## config.mk

```make
export PLATFORM = sky130hd
export DESIGN_NAME = alu4_nibble_seq_flat
export DESIGN_NICKNAME = d
export VERILOG_FILES = /design/src/rtl/alu4_nibble_seq_if.sv /design/src/rtl/alu4_nibble_seq.sv /design/src/flat_wrapper.sv
export SDC_FILE = /design/constraint.sdc
export NUM_CORES = 1
export LEC_CHECK = 0
export CAP_MARGIN = 10
export CORE_MARGIN = 5
export CORE_UTILIZATION = 45
export CTS_BUF_LIST = sky130_fd_sc_hd__clkbuf_16
export DETAILED_ROUTE_END_ITERATION = 7
export PLACE_DENSITY = 0.75
export SLEW_MARGIN = 20
export SYNTH_ARGS = -nofsm -noshare
export SYNTH_HDL_FRONTEND = slang
export SYNTH_SLANG_ARGS = --single-unit
```

## constraint.sdc

```tcl
create_clock -name clk -period 2 [get_ports clk]
set_clock_uncertainty 0.15 [all_clocks]
set_input_delay 0.5 -clock clk [delete_from_list [all_inputs] [get_ports clk]]
set_output_delay 0.5 -clock clk [all_outputs]
set_load 0.05 [all_outputs]
```

## src/rtl/alu4_nibble_seq_if.sv

```systemverilog
`default_nettype none
//==============================================================================
// Module      : alu4_nibble_seq_if
// Description : Bundle of the sequencer's command handshake, response
//               handshake and 4-bit ALU drive/return signals.
//               slave  : sequencer side (consumes commands, drives the ALU,
//                        produces responses).
//               master : environment side (command source, ALU, consumer).
//               rsp_ovf exists only when ALU4_SEQ_OVF_EN is defined.
// Revision    : 1.0 - initial release
//==============================================================================
interface alu4_nibble_seq_if #(
    parameter int NIBBLES = 4
);
    localparam int C_W = 4 * NIBBLES;

    // Command channel
    logic           cmd_valid;
    logic           cmd_ready;
    logic           cmd_mode;
    logic [1:0]     cmd_op;
    logic           cmd_cin;
    logic [C_W-1:0] cmd_a;
    logic [C_W-1:0] cmd_b;

    // ALU drive / return
    logic [3:0]     alu_a;
    logic [3:0]     alu_b;
    logic           alu_cin;
    logic [1:0]     alu_op;
    logic           alu_mode;
    logic [3:0]     alu_f;
    logic           alu_cout;

    // Response channel
    logic           rsp_valid;
    logic           rsp_ready;
    logic [C_W-1:0] rsp_f;
    logic           rsp_cout;
`ifdef ALU4_SEQ_OVF_EN
    logic           rsp_ovf;
`endif

    modport slave (
`ifdef ALU4_SEQ_OVF_EN
        output rsp_ovf,
`endif
        input  cmd_valid, cmd_mode, cmd_op, cmd_cin, cmd_a, cmd_b,
        input  alu_f, alu_cout, rsp_ready,
        output cmd_ready, alu_a, alu_b, alu_cin, alu_op, alu_mode,
        output rsp_valid, rsp_f, rsp_cout
    );

    modport master (
`ifdef ALU4_SEQ_OVF_EN
        input  rsp_ovf,
`endif
        output cmd_valid, cmd_mode, cmd_op, cmd_cin, cmd_a, cmd_b,
        output alu_f, alu_cout, rsp_ready,
        input  cmd_ready, alu_a, alu_b, alu_cin, alu_op, alu_mode,
        input  rsp_valid, rsp_f, rsp_cout
    );
endinterface
`default_nettype wire

```

## src/rtl/alu4_nibble_seq.sv

```systemverilog
`default_nettype none
//==============================================================================
// Module      : alu4_nibble_seq
// Description : Nibble-serial sequencer for a 4-bit combinational ALU.
//               Accepts one W-bit command (W = 4*NIBBLES), issues one nibble
//               per cycle LSB first with the carry chained through a
//               register, and returns the assembled result.
//               Latency accept -> rsp_valid is NIBBLES+1 cycles.
// Ports       : clk   - rising-edge clock
//               rst_n - asynchronous active-low reset
//               bus   - alu4_nibble_seq_if.slave (cmd_*, alu_*, rsp_*)
// Options     : ALU4_SEQ_OVF_EN - adds the rsp_ovf signed-overflow output.
// Revision    : 1.0 - initial release
//==============================================================================
module alu4_nibble_seq #(
    parameter int NIBBLES = 4               // legal range 1..16
) (
    input  wire logic           clk,
    input  wire logic           rst_n,
    alu4_nibble_seq_if.slave    bus
);
    localparam int C_W     = 4 * NIBBLES;
    localparam int C_IDX_W = (NIBBLES > 1) ? $clog2(NIBBLES) : 1;
    localparam logic [C_IDX_W-1:0] C_LAST_IDX = C_IDX_W'(NIBBLES - 1);

    localparam logic [1:0] C_ST_IDLE = 2'd0;
    localparam logic [1:0] C_ST_RUN  = 2'd1;
    localparam logic [1:0] C_ST_DONE = 2'd2;

    logic [1:0]         r_state;
    logic [1:0]         w_state_nxt;
    logic               w_cmd_ready;
    logic               w_rsp_valid;
    logic               w_accept;
    logic               w_run;
    logic               w_last;

    // Effective operands and mapped ALU operation, formed at accept
    logic [C_W-1:0]     w_ae;
    logic [C_W-1:0]     w_be;
    logic [1:0]         w_op;

    // Remaining (not yet issued) nibbles, shifted down each RUN cycle
    logic [C_W-1:0]     r_ae_rem;
    logic [C_W-1:0]     r_be_rem;
    logic [C_IDX_W-1:0] r_idx;

    // ALU drive registers; r_alu_cin doubles as the chained carry register
    logic [3:0]         r_alu_a;
    logic [3:0]         r_alu_b;
    logic               r_alu_cin;
    logic [1:0]         r_alu_op;
    logic               r_alu_mode;
    logic               w_carry_nxt;

    logic [C_W-1:0]     r_f;
    logic               r_cout;

`ifdef ALU4_SEQ_OVF_EN
    logic               r_sign_a;
    logic               r_sign_b;
    logic               r_ovf;
`endif

    assign w_accept = (r_state == C_ST_IDLE) && bus.cmd_valid;
    assign w_run    = (r_state == C_ST_RUN);
    assign w_last   = w_run && (r_idx == C_LAST_IDX);

    //--------------------------------------------------------------------------
    // FSM: state register
    //--------------------------------------------------------------------------
    always_ff @(posedge clk or negedge rst_n) begin
        if (!rst_n) begin
            r_state <= C_ST_IDLE;
        end else begin
            r_state <= w_state_nxt;
        end
    end

    //--------------------------------------------------------------------------
    // FSM: next-state logic
    //--------------------------------------------------------------------------
    always_comb begin
        w_state_nxt = r_state;
        case (r_state)
            C_ST_IDLE: if (bus.cmd_valid) w_state_nxt = C_ST_RUN;
            C_ST_RUN:  if (r_idx == C_LAST_IDX) w_state_nxt = C_ST_DONE;
            C_ST_DONE: if (bus.rsp_ready) w_state_nxt = C_ST_IDLE;
            default:   w_state_nxt = C_ST_IDLE;
        endcase
    end

    //--------------------------------------------------------------------------
    // FSM: outputs
    //--------------------------------------------------------------------------
    always_comb begin
        w_cmd_ready = 1'b0;
        w_rsp_valid = 1'b0;
        case (r_state)
            C_ST_IDLE: w_cmd_ready = 1'b1;
            C_ST_DONE: w_rsp_valid = 1'b1;
            default: ;
        endcase
    end

    //--------------------------------------------------------------------------
    // Operand / operation mapping. Subtractions become A + ~B + cin on the
    // ALU's add operation; increment/transfer uses op 00 with B forced to 0.
    //--------------------------------------------------------------------------
    always_comb begin
        w_ae = bus.cmd_a;
        w_be = bus.cmd_b;
        w_op = bus.cmd_op;
        if (bus.cmd_mode) begin
            case (bus.cmd_op)
                2'b00: begin
                    w_be = '0;
                    w_op = 2'b00;
                end
                2'b01: w_op = 2'b01;
                2'b10: begin
                    w_be = ~bus.cmd_b;
                    w_op = 2'b01;
                end
                default: begin
                    w_ae = bus.cmd_b;
                    w_be = ~bus.cmd_a;
                    w_op = 2'b01;
                end
            endcase
        end
    end

    // The ALU's Cout is undefined on a plain transfer (op 00 with no carry in)
    // and meaningless in logic mode, so it is masked to 0 in those cases.
    assign w_carry_nxt = (r_alu_mode && !((r_alu_op == 2'b00) && !r_alu_cin))
                         ? bus.alu_cout : 1'b0;

    //--------------------------------------------------------------------------
    // Datapath
    //--------------------------------------------------------------------------
    always_ff @(posedge clk or negedge rst_n) begin
        if (!rst_n) begin
            r_ae_rem   <= '0;
            r_be_rem   <= '0;
            r_idx      <= '0;
            r_alu_a    <= '0;
            r_alu_b    <= '0;
            r_alu_cin  <= 1'b0;
            r_alu_op   <= '0;
            r_alu_mode <= 1'b0;
            r_f        <= '0;
            r_cout     <= 1'b0;
`ifdef ALU4_SEQ_OVF_EN
            r_sign_a   <= 1'b0;
            r_sign_b   <= 1'b0;
            r_ovf      <= 1'b0;
`endif
        end else if (w_accept) begin
            // Nibble 0 is presented on the ALU in the first RUN cycle
            r_alu_a    <= w_ae[3:0];
            r_alu_b    <= w_be[3:0];
            r_ae_rem   <= w_ae >> 4;
            r_be_rem   <= w_be >> 4;
            r_alu_cin  <= bus.cmd_cin & bus.cmd_mode;
            r_alu_op   <= w_op;
            r_alu_mode <= bus.cmd_mode;
            r_idx      <= '0;
`ifdef ALU4_SEQ_OVF_EN
            r_sign_a   <= w_ae[C_W-1];
            r_sign_b   <= w_be[C_W-1];
`endif
        end else if (w_run) begin
            for (int i = 0; i < NIBBLES; i++) begin
                if (r_idx == C_IDX_W'(i)) begin
                    r_f[4*i +: 4] <= bus.alu_f;
                end
            end
            if (w_last) begin
                // ALU drive returns to all-zero outside RUN
                r_alu_a    <= '0;
                r_alu_b    <= '0;
                r_alu_cin  <= 1'b0;
                r_alu_op   <= '0;
                r_alu_mode <= 1'b0;
                r_cout     <= w_carry_nxt;
`ifdef ALU4_SEQ_OVF_EN
                r_ovf      <= r_alu_mode && (r_sign_a == r_sign_b)
                              && (bus.alu_f[3] != r_sign_a);
`endif
            end else begin
                r_alu_a    <= r_ae_rem[3:0];
                r_alu_b    <= r_be_rem[3:0];
                r_ae_rem   <= r_ae_rem >> 4;
                r_be_rem   <= r_be_rem >> 4;
                r_alu_cin  <= w_carry_nxt;
                r_idx      <= r_idx + 1'b1;
            end
        end
    end

    //--------------------------------------------------------------------------
    // Output drive (registers only)
    //--------------------------------------------------------------------------
    assign bus.cmd_ready = w_cmd_ready;
    assign bus.rsp_valid = w_rsp_valid;
    assign bus.alu_a     = r_alu_a;
    assign bus.alu_b     = r_alu_b;
    assign bus.alu_cin   = r_alu_cin;
    assign bus.alu_op    = r_alu_op;
    assign bus.alu_mode  = r_alu_mode;
    assign bus.rsp_f     = r_f;
    assign bus.rsp_cout  = r_cout;
`ifdef ALU4_SEQ_OVF_EN
    assign bus.rsp_ovf   = r_ovf;
`endif

endmodule
`default_nettype wire

```

## src/flat_wrapper.sv

```systemverilog
// flat-port wrapper written by rule: the top's interface ports become plain ports
module alu4_nibble_seq_flat 
#(
    parameter int NIBBLES = 4                                   
)
  (clk, rst_n, bus_cmd_valid, bus_cmd_mode, bus_cmd_op, bus_cmd_cin, bus_cmd_a, bus_cmd_b, bus_alu_f, bus_alu_cout, bus_rsp_ready, bus_cmd_ready, bus_alu_a, bus_alu_b, bus_alu_cin, bus_alu_op, bus_alu_mode, bus_rsp_valid, bus_rsp_f, bus_rsp_cout);
  alu4_nibble_seq_if #(.NIBBLES(NIBBLES)) bus_i ();
  input  wire logic clk;
  input  wire logic rst_n;
  input wire logic [$bits(bus_i.cmd_valid)-1:0] bus_cmd_valid;
  input wire logic [$bits(bus_i.cmd_mode)-1:0] bus_cmd_mode;
  input wire logic [$bits(bus_i.cmd_op)-1:0] bus_cmd_op;
  input wire logic [$bits(bus_i.cmd_cin)-1:0] bus_cmd_cin;
  input wire logic [$bits(bus_i.cmd_a)-1:0] bus_cmd_a;
  input wire logic [$bits(bus_i.cmd_b)-1:0] bus_cmd_b;
  input wire logic [$bits(bus_i.alu_f)-1:0] bus_alu_f;
  input wire logic [$bits(bus_i.alu_cout)-1:0] bus_alu_cout;
  input wire logic [$bits(bus_i.rsp_ready)-1:0] bus_rsp_ready;
  output wire logic [$bits(bus_i.cmd_ready)-1:0] bus_cmd_ready;
  output wire logic [$bits(bus_i.alu_a)-1:0] bus_alu_a;
  output wire logic [$bits(bus_i.alu_b)-1:0] bus_alu_b;
  output wire logic [$bits(bus_i.alu_cin)-1:0] bus_alu_cin;
  output wire logic [$bits(bus_i.alu_op)-1:0] bus_alu_op;
  output wire logic [$bits(bus_i.alu_mode)-1:0] bus_alu_mode;
  output wire logic [$bits(bus_i.rsp_valid)-1:0] bus_rsp_valid;
  output wire logic [$bits(bus_i.rsp_f)-1:0] bus_rsp_f;
  output wire logic [$bits(bus_i.rsp_cout)-1:0] bus_rsp_cout;
  assign bus_i.cmd_valid = bus_cmd_valid;
  assign bus_i.cmd_mode = bus_cmd_mode;
  assign bus_i.cmd_op = bus_cmd_op;
  assign bus_i.cmd_cin = bus_cmd_cin;
  assign bus_i.cmd_a = bus_cmd_a;
  assign bus_i.cmd_b = bus_cmd_b;
  assign bus_i.alu_f = bus_alu_f;
  assign bus_i.alu_cout = bus_alu_cout;
  assign bus_i.rsp_ready = bus_rsp_ready;
  assign bus_cmd_ready = bus_i.cmd_ready;
  assign bus_alu_a = bus_i.alu_a;
  assign bus_alu_b = bus_i.alu_b;
  assign bus_alu_cin = bus_i.alu_cin;
  assign bus_alu_op = bus_i.alu_op;
  assign bus_alu_mode = bus_i.alu_mode;
  assign bus_rsp_valid = bus_i.rsp_valid;
  assign bus_rsp_f = bus_i.rsp_f;
  assign bus_rsp_cout = bus_i.rsp_cout;
  alu4_nibble_seq #(.NIBBLES(NIBBLES)) u_core (.clk(clk), .rst_n(rst_n), .bus(bus_i));
endmodule
```

After elaboration in Yosys (flattened, before gate mapping)

Cells that the tools add are included.

Add/sub/neg operators: 1
Equality and inequality tests: 11
Muxes and demuxes: 37
Bitwise logic cells: 4
Reductions and logical operators: 21

Operators by type and width:

| cell                                                                   | count |
|---|---|
| 16-bit two-way mux                                                     | 9 |
| 16-bit case mux with 3 select lines                                    | 1 |
| 16-bit NOT                                                             | 2 |
| 4-bit two-way mux                                                      | 6 |
| 2-bit two-way mux                                                      | 10 |
| 3-bit AND reduction                                                    | 6 |
| 1-bit two-way mux                                                      | 10 |
| 2-bit equality test (second input constant)                            | 4 |
| 2-bit zero test                                                        | 4 |
| 2-bit by 1-bit equality test with 1-bit output (second input constant) | 3 |
| 2-bit != test (second input constant)                                  | 3 |
| 2-bit case mux with 3 select lines                                     | 1 |
| 1-bit logical AND                                                      | 4 |
| 2-bit AND reduction                                                    | 2 |
| 2-bit nonzero test                                                     | 2 |
| 3-bit OR reduction                                                     | 1 |
| 2-bit by 1-bit adder with 2-bit output (second input constant)         | 1 |
| 1-bit zero test                                                        | 2 |
| 2-bit by 1-bit != test with 1-bit output (second input constant)       | 1 |
| 1-bit AND                                                              | 1 |
| 1-bit NOT                                                              | 1 |

Bits in registers: 65
Bits of input ports: 45
Output and inout bits: 31
Logic and storage cells: 88

Logic depth before layout (Yosys ltp)

Gate-level depths: netlist (run 1).

Depth after elaboration: 8
Gate-level depth with buffers: 7
Mapped depth without buffers: 5

Worst setup path before layout (run 1)

OpenSTA, ideal clock, no wires.

Path kind: reg-to-reg
From: register u_core.r_idx[0]
To: register u_core.r_be_rem[7]
Library setup time: 126 ps
Data arrival time: 1553 ps
Data required time: 1724 ps
Slack: 171 ps
Cell stages (with the launch flop): 6
Path buffers: 1
Period minus slack after synthesis: 1829 ps
Cell sequence: dfrtp_1 > ha_1 > nor3b_4 > nor2_4 > buf_2 > a221o_1

Longest elaborated chain between the ends: 4

RTL lines:

| element                                                   | RTL line               | text |
|---|---|---|
| start: declaration                                        | alu4_nibble_seq.sv:46  | `logic [C_IDX_W-1:0] r_idx;` |
| start signal: assignment                                  | alu4_nibble_seq.sv:197 | `r_idx <= r_idx + 1'b1;` |
| 2-bit equality test                                       | alu4_nibble_seq.sv:67  | `assign w_last = w_run && (r_idx == C_LAST_IDX);` |
| 1-bit logical AND                                         | alu4_nibble_seq.sv:67  |  |
| 2-bit by 1-bit != test with 1-bit output (no source line) | n/a                    |  |
| 2-bit AND reduction (no source line)                      | n/a                    |  |
| end signal: assignment                                    | alu4_nibble_seq.sv:164 | `r_be_rem <= w_be >> 4;` |
| end signal: assignment                                    | alu4_nibble_seq.sv:195 | `r_be_rem <= r_be_rem >> 4;` |
| end: declaration                                          | alu4_nibble_seq.sv:45  | `logic [C_W-1:0] r_be_rem;` |

Every way passes these cells.
A chain may end at the register's enable or synchronous reset.

Worst setup path in the final report (run 1)

From: register u_core.r_idx[0]
To: register u_core.r_be_rem[1]

The elaborated chain is that of the path after synthesis.

==> qor.txt, run 1 <==
status = finished, final reports clean
via count = 2,657
Netlist cell types = 37
Mapped Avg Cell Area = 10.4 um2
P_sw = 3280 uW
Slowest Stage Delay on Critical Path = 0.43 ns
top cells by count, synth = dfrtp_1 (57), nand2_1 (41), a21oi_1 (22)
Slew headroom = 79.2%
R2R Setup Slk = 0.08 ns
CTS Root Cell = clkbuf_16
DR WL met3 = 541 um
final worst-path cycle share = 96.1%
CTS tree = built
initial drt markers = 134
htree depth = 3
area grow syn2layout = 43.2%
Min Hold Slack = 0.0207 ns
R2R Path End = u_core.r_be_rem[1]$_DFFE_PN0P_
WL met2 = 4090 um
cell-internal power = 4220 uW
Hold Violations, Final = 0
final setup vio count = 0
Mapped Cells = 282
first-pass GRT wire length = 13,700 um
Overflow after GRT = 0
asr flop ratio synth = 100%
via count of the first global-routing pass = 2,774
RSZ-0062 raised after global routing = false
Worst VDD drop = 0.00149 V
Layout Cells excl Fill = 468
Core Box Area = 0.00635 mm2
Worst-path clk slew = 0.05 ns
Placer Congestion = 0.882
number of port buffers = 75
die height = 90.8 um
vias per cell = 5.68
Core Rows = 29
full die area = 0.00824 mm2
DP Cell Count = 452
CP max-delay cell = dfrtp_1
Initial DRT Pass Iterations = 4
Max clock buf depth = 2
share of the synthesized area in the top cell type = 48.6%
synthesized area = 0.00294 mm2
n_diodes = 0
Clock Power Share = 17.6%
Synth area leader = dfrtp_1
worst-path cell chain = ha_1 > nor3b_4 > nor2_4 > buf_12 > buf_4 > a221o_1
pin count of the biggest net entering global routing = 58
routed length per placed instance = 17.5 um
main area contributors after synthesis = dfrtp_1 (49%), mux2_2 (8.1%), mux2i_1 (5.5%)
uppermost routed layer = met4
initial antenna violation count = 0
Reg power frac = 27.7%
Power Density = 1780 mW/mm2
worst flop-to-flop path startpoint = u_core.r_idx[0]$_DFFE_PN0P_
I/O pin count = 76
CP arrival = 1.97 ns
Final ANT Viol Nets = 0
fin. max-slew vios = 0
CTS Buf Count = 9
fill cell count = 510
Lkg Pwr = 0.00198 uW
Synth Flop Type = dfrtp_1
CP max FO = 11
Crit Path Category = reg -> reg
crit start category = flip-flop
most common cell in the netlist = dfrtp_1
Worst Max-Slew Pin Slew = 0.312 ns
#FFs+latches synth = 57
initial cell density of the core = 46.2%
Hold Path Class = in -> async
Die Width = 90.8 um
clk sinks = 57
M1 WL = 3350 um
MaxCap Viol Count = 0
minimum clock period = 1.92 ns
ratio of cells with drive above 1 in the final layout = 28.4%
GRT Util Overall = 20.9%
Switching Fraction = 43.8%
DRT Wirelength = 8180 um
syn nets = 331
yosys synthesis warning count = 0
clk_lat worst skew = 0.32 ns
Peak Freq = 0.521 GHz
R2R cell count = 6
final net count = 436
sequential-to-total area share from yosys stat = 48.6%
Worst Path Required = 2.05 ns
Post-synth EDFFs = 0
Comb power frac = 54.7%
Post-route DRC = 0
crit end category = flip-flop
Final HPWL DP = 5900 um
==> metal layers <==
metal	vias up	GRT usage [%]
met5	-	0
met4	0	8.68
met3	18	6.25
met2	106	33.2
met1	1298	26.3
li1	1235	-
==> worst max-delay path, delay by kind of cell (launching register included) <==
family / cells / cell delay [ns]
buffers and inverters: 2 / 0.31
AND/OR/NAND/NOR: 2 / 0.33
flip-flops: 1 / 0.43
AO/OA/AOI/OAI: 1 / 0.30
adder cells (fa/ha/maj): 1 / 0.28
==> registers in the layout, summed over array words and instances (netlist names) <==
| register | cells |
|---|---|
| u_core.bus.alu_mode | 1 |
| u_core.bus.alu_cin | 1 |
| u_core.r_ae_rem | 12 |
| u_core.bus.alu_a | 4 |
| u_core.bus.rsp_f | 16 |
| u_core.r_be_rem | 12 |
| u_core.bus.alu_op | 2 |
| u_core.bus.alu_b | 4 |
| u_core.r_state | 2 |
| u_core.bus.rsp_cout | 1 |
| u_core.r_idx | 2 |
==> power by group through the flow <==
stage	combinational (uW)	sequential [uW]	clock, uW
3_5_place_dp	4080	2090	0
2_1_floorplan	1670	2990	0
5_1_grt	4370	2150	1390
3_3_place_gp	4010	2050	0
4_1_cts	4100	2080	1330
6_report	4100	2080	1320
==> what timing repair did <==
| item | in CTS | in global routing |
|---|---|---|
| endpoints found under the setup margin | 1 | 12 |
| setup buffers | 0 | 1 |
| hold buffers | 0 | 0 |
| gates resized for setup | 2 | 2 |
| pin swaps | 0 | 1 |
==> how the worst max path moves through the flow <==
stage | startpoint | end | depth (start not counted)
detailed placement | bus_cmd_valid | u_core.r_be_rem[4]$_DFFE_PN0P_ | 6
CTS | bus_cmd_valid | u_core.r_be_rem[4]$_DFFE_PN0P_ | 6
global placement | bus_cmd_valid | u_core.r_be_rem[1]$_DFFE_PN0P_ | 6
finish | u_core.r_idx[0]$_DFFE_PN0P_ | u_core.r_be_rem[1]$_DFFE_PN0P_ | 6
global route | bus_cmd_op[0] | u_core.bus.alu_a[3]$_DFFE_PN0P_ | 5
floorplan | u_core.r_idx[0]$_DFFE_PN0P_ | u_core.r_be_rem[7]$_DFFE_PN0P_ | 5
==> cell usage in the layout, fill, tap and decap left out, types with 4 or more instances in the layout <==
cell / synthesis / layout
nor2b_1: 4 / 4
ha_1: 4 / 4
inv_1: 6 / 8
clkdlybuf4s50_1: 0 / 42
nand3_1: 8 / 8
nor2_1: 11 / 10
mux2_2: 21 / 21
clkbuf_16: 0 / 9
mux2i_1: 16 / 16
nand2_1: 41 / 41
a22oi_1: 7 / 7
a221o_1: 8 / 8
dfrtp_1: 57 / 57
a21o_1: 8 / 8
buf_4: 2 / 62
a31oi_1: 11 / 11
buf_12: 0 / 6
a21oi_1: 22 / 22
o21ai_0: 12 / 12
==> layout make-up <==
type	instances	area [um2]	area share [%]
Sequential cell	57	1430	33.9
Multi-Input combinational cell	201	1380	32.8
Timing Repair Buffer	112	1020	24.4
Clock buffer	9	225	5.36
Tap cell	77	96.3	2.29
Clock inverter	6	28.8	0.685
Inverter	6	22.5	0.536
==> cells by family (layout without fill, tap and decap cells) <==
| kind of cell | count (synthesis) | count (layout) | share of synthesized area [%] |
|---|---|---|---|
| buf+inv | 24 | 133 | 4.52 |
| mux | 37 | 37 | 13.5 |
| flops | 57 | 57 | 48.6 |
| simple gates | 78 | 78 | 13.0 |
| fa+ha+maj | 4 | 4 | 1.71 |
| compound gates | 82 | 82 | 18.7 |
==> through the flow <==
step	worst slack [ns]	power (uW)	TNS (ns)	util [%]	instance area, um2
6_report	0.0788	7500	0	66.2	4200
5_1_grt	0.00765	7910	0	66.2	4200
4_1_cts	0.0273	7510	0	66.0	4190
3_5_place_dp	-0.340	6160	-6.88	62.0	3940
3_3_place_gp	-0.281	6060	-6.30	62.0	3940
2_1_floorplan	0.171	4660	0	-	2940
(Power assumes the default switching activity.)
==> inputs of run 2 (changes only) <==
--- a/config.mk
+++ b/config.mk
@@ -6,11 +6,9 @@
 export NUM_CORES = 1
 export LEC_CHECK = 0
 export CAP_MARGIN = 10
-export CORE_MARGIN = 5
-export CORE_UTILIZATION = 45
+export CORE_UTILIZATION = 25
 export CTS_BUF_LIST = sky130_fd_sc_hd__clkbuf_16
 export DETAILED_ROUTE_END_ITERATION = 7
-export PLACE_DENSITY = 0.75
 export SLEW_MARGIN = 20
 export SYNTH_ARGS = -nofsm -noshare
 export SYNTH_HDL_FRONTEND = slang
==> run 2 against run 1 <==
  * Clock power up 9.8%
  * Non-clock buffer count up 8
  * Cell count up 16%
  * Sequential power about the same
  * First-iteration DRC count up 46%
  * Wire length up 2.5%
  * Register-to-register slack better by 0.08 ns
  * Flip-flop and latch count unchanged
  * Critical path type is now reg -> out
  * Largest cell class unchanged
  * Largest power group unchanged
==> qor.txt, run 2 (synthesis results as in run 1) <==
DP Area = 0.00407 mm2
htree depth = 3
Peak Freq = 0.518 GHz
Overflow after GRT = 0
GRT Util Overall = 14.7%
multi-input combinational cell area = 0.00139 mm2
initial antenna violation count = 0
fill cell count = 1,158
Power Density = 1720 mW/mm2
Crit Path Category = reg -> out
pin count of the biggest net entering global routing = 22
final setup vio count = 0
ratio of cells with drive above 1 in the final layout = 31.2%
routed length per placed instance = 15.4 um
RSZ-0062 raised after global routing = false
Worst Path Required = 1.35 ns
minimum clock period = 1.93 ns
die height = 110 um
Worst Max-Slew Pin Slew = 0.545 ns
CTS Root Cell = clkbuf_16
worst-path cell chain = buf_4 > nor2_1 > buf_12
Pwr Total = 7570 uW
area grow syn2layout = 49.7%
Placer Congestion = 0.875
Final ANT Viol Nets = 0
MaxCap Viol Count = 0
n_diodes = 0
fin. max-slew vios = 0
via count of the first global-routing pass = 2,637
vias per cell = 4.84
via count = 2,635
Core Rows = 39
max reg flops = 16
DRT Wirelength = 8380 um
number of port buffers = 75
first-pass GRT wire length = 13,200 um
worst path buffer plus inverter count = 2
crit end category = primary output
Core Util, Final = 38.5%
clk sinks = 57
most common cell after layout, fill and taps aside = buf_4
Die Width = 110 um
full die area = 0.0122 mm2
status = finished, final reports clean
Core Box Area = 0.0114 mm2
crit start category = flip-flop
clk_lat worst skew = 0.33 ns
Hold Violations, Final = 0
Final HPWL DP = 6450 um
I/O pin count = 76
CP max FO = 5
final net count = 445
Initial DRT Pass Iterations = 4
Slew headroom = 63.7%
Worst VDD drop = 0.00122 V
initial cell density of the core = 25.7%
CP top delay family = flip-flops
initial drt markers = 195
CTS tree = built
Max clock buf depth = 2
Post-route DRC = 0
final worst-path cycle share = 96.5%
register area = 0.00143 mm2
Hold Path Class = in -> async
Lkg Pwr = 0.00204 uW
CTS Buf Count = 9
most frequent cells in the layout = buf_4 (69), dfrtp_1 (56), clkdlybuf4s50_1 (42)
CP arrival = 1.28 ns
CP max-delay cell = dfrtp_1
Worst-path clk slew = 0.05 ns
Post-Layout Inst Area = 0.00439 mm2
Slowest Stage Delay on Critical Path = 0.43 ns
-- run 2: area by class of cell --
type / instances / area share [%]
clock buffers: 9 / 5.13
clock inverters: 7 / 1.40
inverters: 6 / 0.513
multi-input cells: 202 / 31.6
flip-flops and latches: 57 / 32.5
well taps: 143 / 4.07
repair buffers: 120 / 24.8
-- run 2: worst paths after layout --
path	from	to	slack, ns	cells after the start
max	u_core.r_state[1]$_DFFE_PN0P_	bus_cmd_ready	0.07	3
min	rst_n	u_core.bus.rsp_f[1]$_DFFE_PN0P_	0.01	1
max reg2reg	u_core.r_idx[0]$_DFFE_PN0P_	u_core.r_ae_rem[2]$_DFFE_PN0P_	0.16	6
min reg2reg	u_core.r_ae_rem[11]$_DFFE_PN0P_	u_core.r_ae_rem[11]$_DFFE_PN0P_	0.33	2
max in group asynchronous	rst_n	u_core.r_state[0]$_DFFE_PN0P_	1.18	2
min in group clk	u_core.r_ae_rem[11]$_DFFE_PN0P_	u_core.r_ae_rem[11]$_DFFE_PN0P_	0.33	2
-- run 2: stage by stage --
stage,setup TNS [ns],worst slack [ns],hold WS [ns],std cells
global placement,-7.96,-0.318,0.314,525
detailed placement,-7.78,-0.295,0.320,525
CTS,0,0.0320,0.0104,541
global route,0,0.00347,0.0470,544
floorplan,0,0.171,0.0544,282
finish,0,0.0701,0.0108,544
-- run 2: layer usage --
| layer | global-route usage (%) | routed length, um | vias up |
|---|---|---|---|
| met5 | 0 | 0 | - |
| met4 | 6.67 | 210 | 0 |
| met3 | 3.70 | 577 | 20 |
| met1 | 17.8 | 3430 | 1267 |
| li1 | - | - | 1252 |
| met2 | 24.7 | 4160 | 96 |
-- run 2: where the power goes --
part           switching [uW]  total, uW  internal [uW]
sequential                348       2070           1720
clock                     502       1450            947
combinational            2390       4050           1660
-- run 2: what timing repair did --
action                     4_1_cts  5_1_grt
gates resized for setup          1        7
cloned                           0        1
setup endpoints to repair        1       16
setup buffers                    0        2
hold buffers                     0        0
pin swaps                        0        1
==> inputs of run 3 (changes only) <==
==> constraint.sdc (replaced) <==
create_clock -name clk -period 2.4 [get_ports clk]
set_clock_uncertainty 0.15 [all_clocks]
set_input_delay 0.6 -clock clk [delete_from_list [all_inputs] [get_ports clk]]
set_output_delay 0.6 -clock clk [all_outputs]
set_load 0.05 [all_outputs]
==> run 3 against run 2 <==
  * Via count is 3.9% lower
  * Cell area is 3.3% lower
  * Register-to-register slack better by 0.36 ns
  * Non-clock buffer count is 16 lower
  * First-iteration DRC count is 32% lower
  * Flip-flop and latch count stayed put
  * Core utilization is 1.3 points lower
  * Sequential share of layout area is 1.1 points higher
  * Cell count is 3.5% lower
==> qor.txt, run 3 (synthesis results as in run 1) <==
Max clock buf depth = 2
area grow syn2layout = 44.8%
Post-CTS Setup Inserts = 0
Worst Max-Slew Pin Slew = 0.521 ns
Peak Freq = 0.439 GHz
Reg power frac = 28.2%
final net count = 428
final worst-path cycle share = 94.9%
cell-internal power = 3510 uW
Worst Path Required = 1.65 ns
full die area = 0.0122 mm2
cts hold-fix bufs = 0
Core Rows = 39
status = finished, final reports clean
Hold Path Class = in -> async
CP top delay family = buffers and inverters
die height = 110 um
Post-route DRC = 0
clk_lat worst skew = 0.32 ns
worst path buffer plus inverter count = 1
clk sinks = 57
ratio of cells with drive above 1 in the final layout = 19.1%
GRT Util Overall = 14.5%
CTS Root Cell = clkbuf_16
DRT Wirelength = 8300 um
Layout Cells excl Fill = 525
Lkg Pwr = 0.00189 uW
minimum clock period = 2.28 ns
Slew headroom = 65.1%
RSZ-0062 raised after global routing = false
Worst VDD drop = 0.000933 V
Placer Congestion = 0.830
fill cell count = 1,169
P_sw = 2630 uW
routed length per placed instance = 15.8 um
Die Width = 110 um
setup slack after layout = 0.122 ns
fin. max-slew vios = 0
worst-path cell chain = clkdlybuf4s50_1
PostCTS Resize Cnt = 0
most frequent cells in the layout = clkdlybuf4s50_1 (72), dfrtp_1 (57), nand2_1 (41)
max reg flops = 16
pin count of the biggest net entering global routing = 41
multi-input combinational cell area = 0.00138 mm2
DP Area = 0.00398 mm2
Power Density = 1440 mW/mm2
number of port buffers = 75
CP arrival = 1.53 ns
Final ANT Viol Nets = 0
CP max FO = 3
CTS tree = built
Comb power frac = 52.7%
Final HPWL DP = 6330 um
Setup TNS = 0 ns
final setup vio count = 0
MaxCap Viol Count = 0
DP Cell Count = 511
via count of the first global-routing pass = 2,549
Overflow after GRT = 0
Initial DRT Pass Iterations = 4
crit start category = flip-flop
register area = 0.00143 mm2
vias per cell = 4.82
initial drt markers = 132
Crit Path Category = reg -> out
first-pass GRT wire length = 13,100 um
Worst-path clk slew = 0.05 ns
Hold Violations, Final = 0
Switching Fraction = 42.9%
Clock Power Share = 19.2%
Post-Place Worst Slack = 0.0136 ns
via count = 2,532
htree depth = 3
Slowest Stage Delay on Critical Path = 0.82 ns
I/O pin count = 76
most common cell after layout, fill and taps aside = clkdlybuf4s50_1
n_diodes = 0
Core Box Area = 0.0114 mm2
CTS Buf Count = 9
initial cell density of the core = 25.7%
CP max-delay cell = clkdlybuf4s50_1
Post-Layout Inst Area = 0.00425 mm2
initial antenna violation count = 0
Min Hold Slack = 0.0709 ns
crit end category = primary output
==> run 3: path summary, 6_finish.rpt <==
check,startpoint,slack [ns],to,cells after the start
min,rst_n,0.07,u_core.r_state[1]$_DFFE_PN0P_,1
max reg2reg,u_core.r_idx[0]$_DFFE_PN0P_,0.52,u_core.r_ae_rem[3]$_DFFE_PN0P_,6
max in group asynchronous,rst_n,1.46,u_core.bus.alu_a[3]$_DFFE_PN0P_,2
max,u_core.bus.alu_mode$_DFFE_PN0P_,0.12,bus_alu_mode,1
min in group clk,u_core.r_ae_rem[6]$_DFFE_PN0P_,0.33,u_core.r_ae_rem[6]$_DFFE_PN0P_,1
min reg2reg,u_core.r_ae_rem[6]$_DFFE_PN0P_,0.33,u_core.r_ae_rem[6]$_DFFE_PN0P_,1
==> run 3: final cells by class <==
class	count	share of cell area [%]
clock inverter	5	1.15
clock buffer	9	5.30
sequential	57	33.6
multi-input combinational	201	32.4
inverter	6	0.530
timing repair buffer	104	22.9
tap	143	4.21
==> run 3: metal layers <==
layer  global-route usage [%]  share of wire (%)  vias up
met3                     4.23                4.8       10
met4                     4.23                1.1        0
met5                        0                  0        -
li1                         -                  -     1217
met2                     24.8                 50       70
met1                     17.6                 44     1235
==> run 3: metrics by stage <==
step	utilization, %	total power (uW)
after global routing	37.2	6530
after global placement	34.8	4950
after CTS	37.2	6210
after detailed placement	34.8	4990
after floorplan	-	3880
final	37.2	6140
==> run 3: power by group through the flow <==
stage | registers [uW] | clock network, uW | logic [uW]
2_1_floorplan | 2490 | 0 | 1390
3_3_place_gp | 1740 | 0 | 3210
3_5_place_dp | 1750 | 0 | 3240
4_1_cts | 1730 | 1210 | 3260
5_1_grt | 1790 | 1260 | 3480
6_report | 1730 | 1180 | 3230
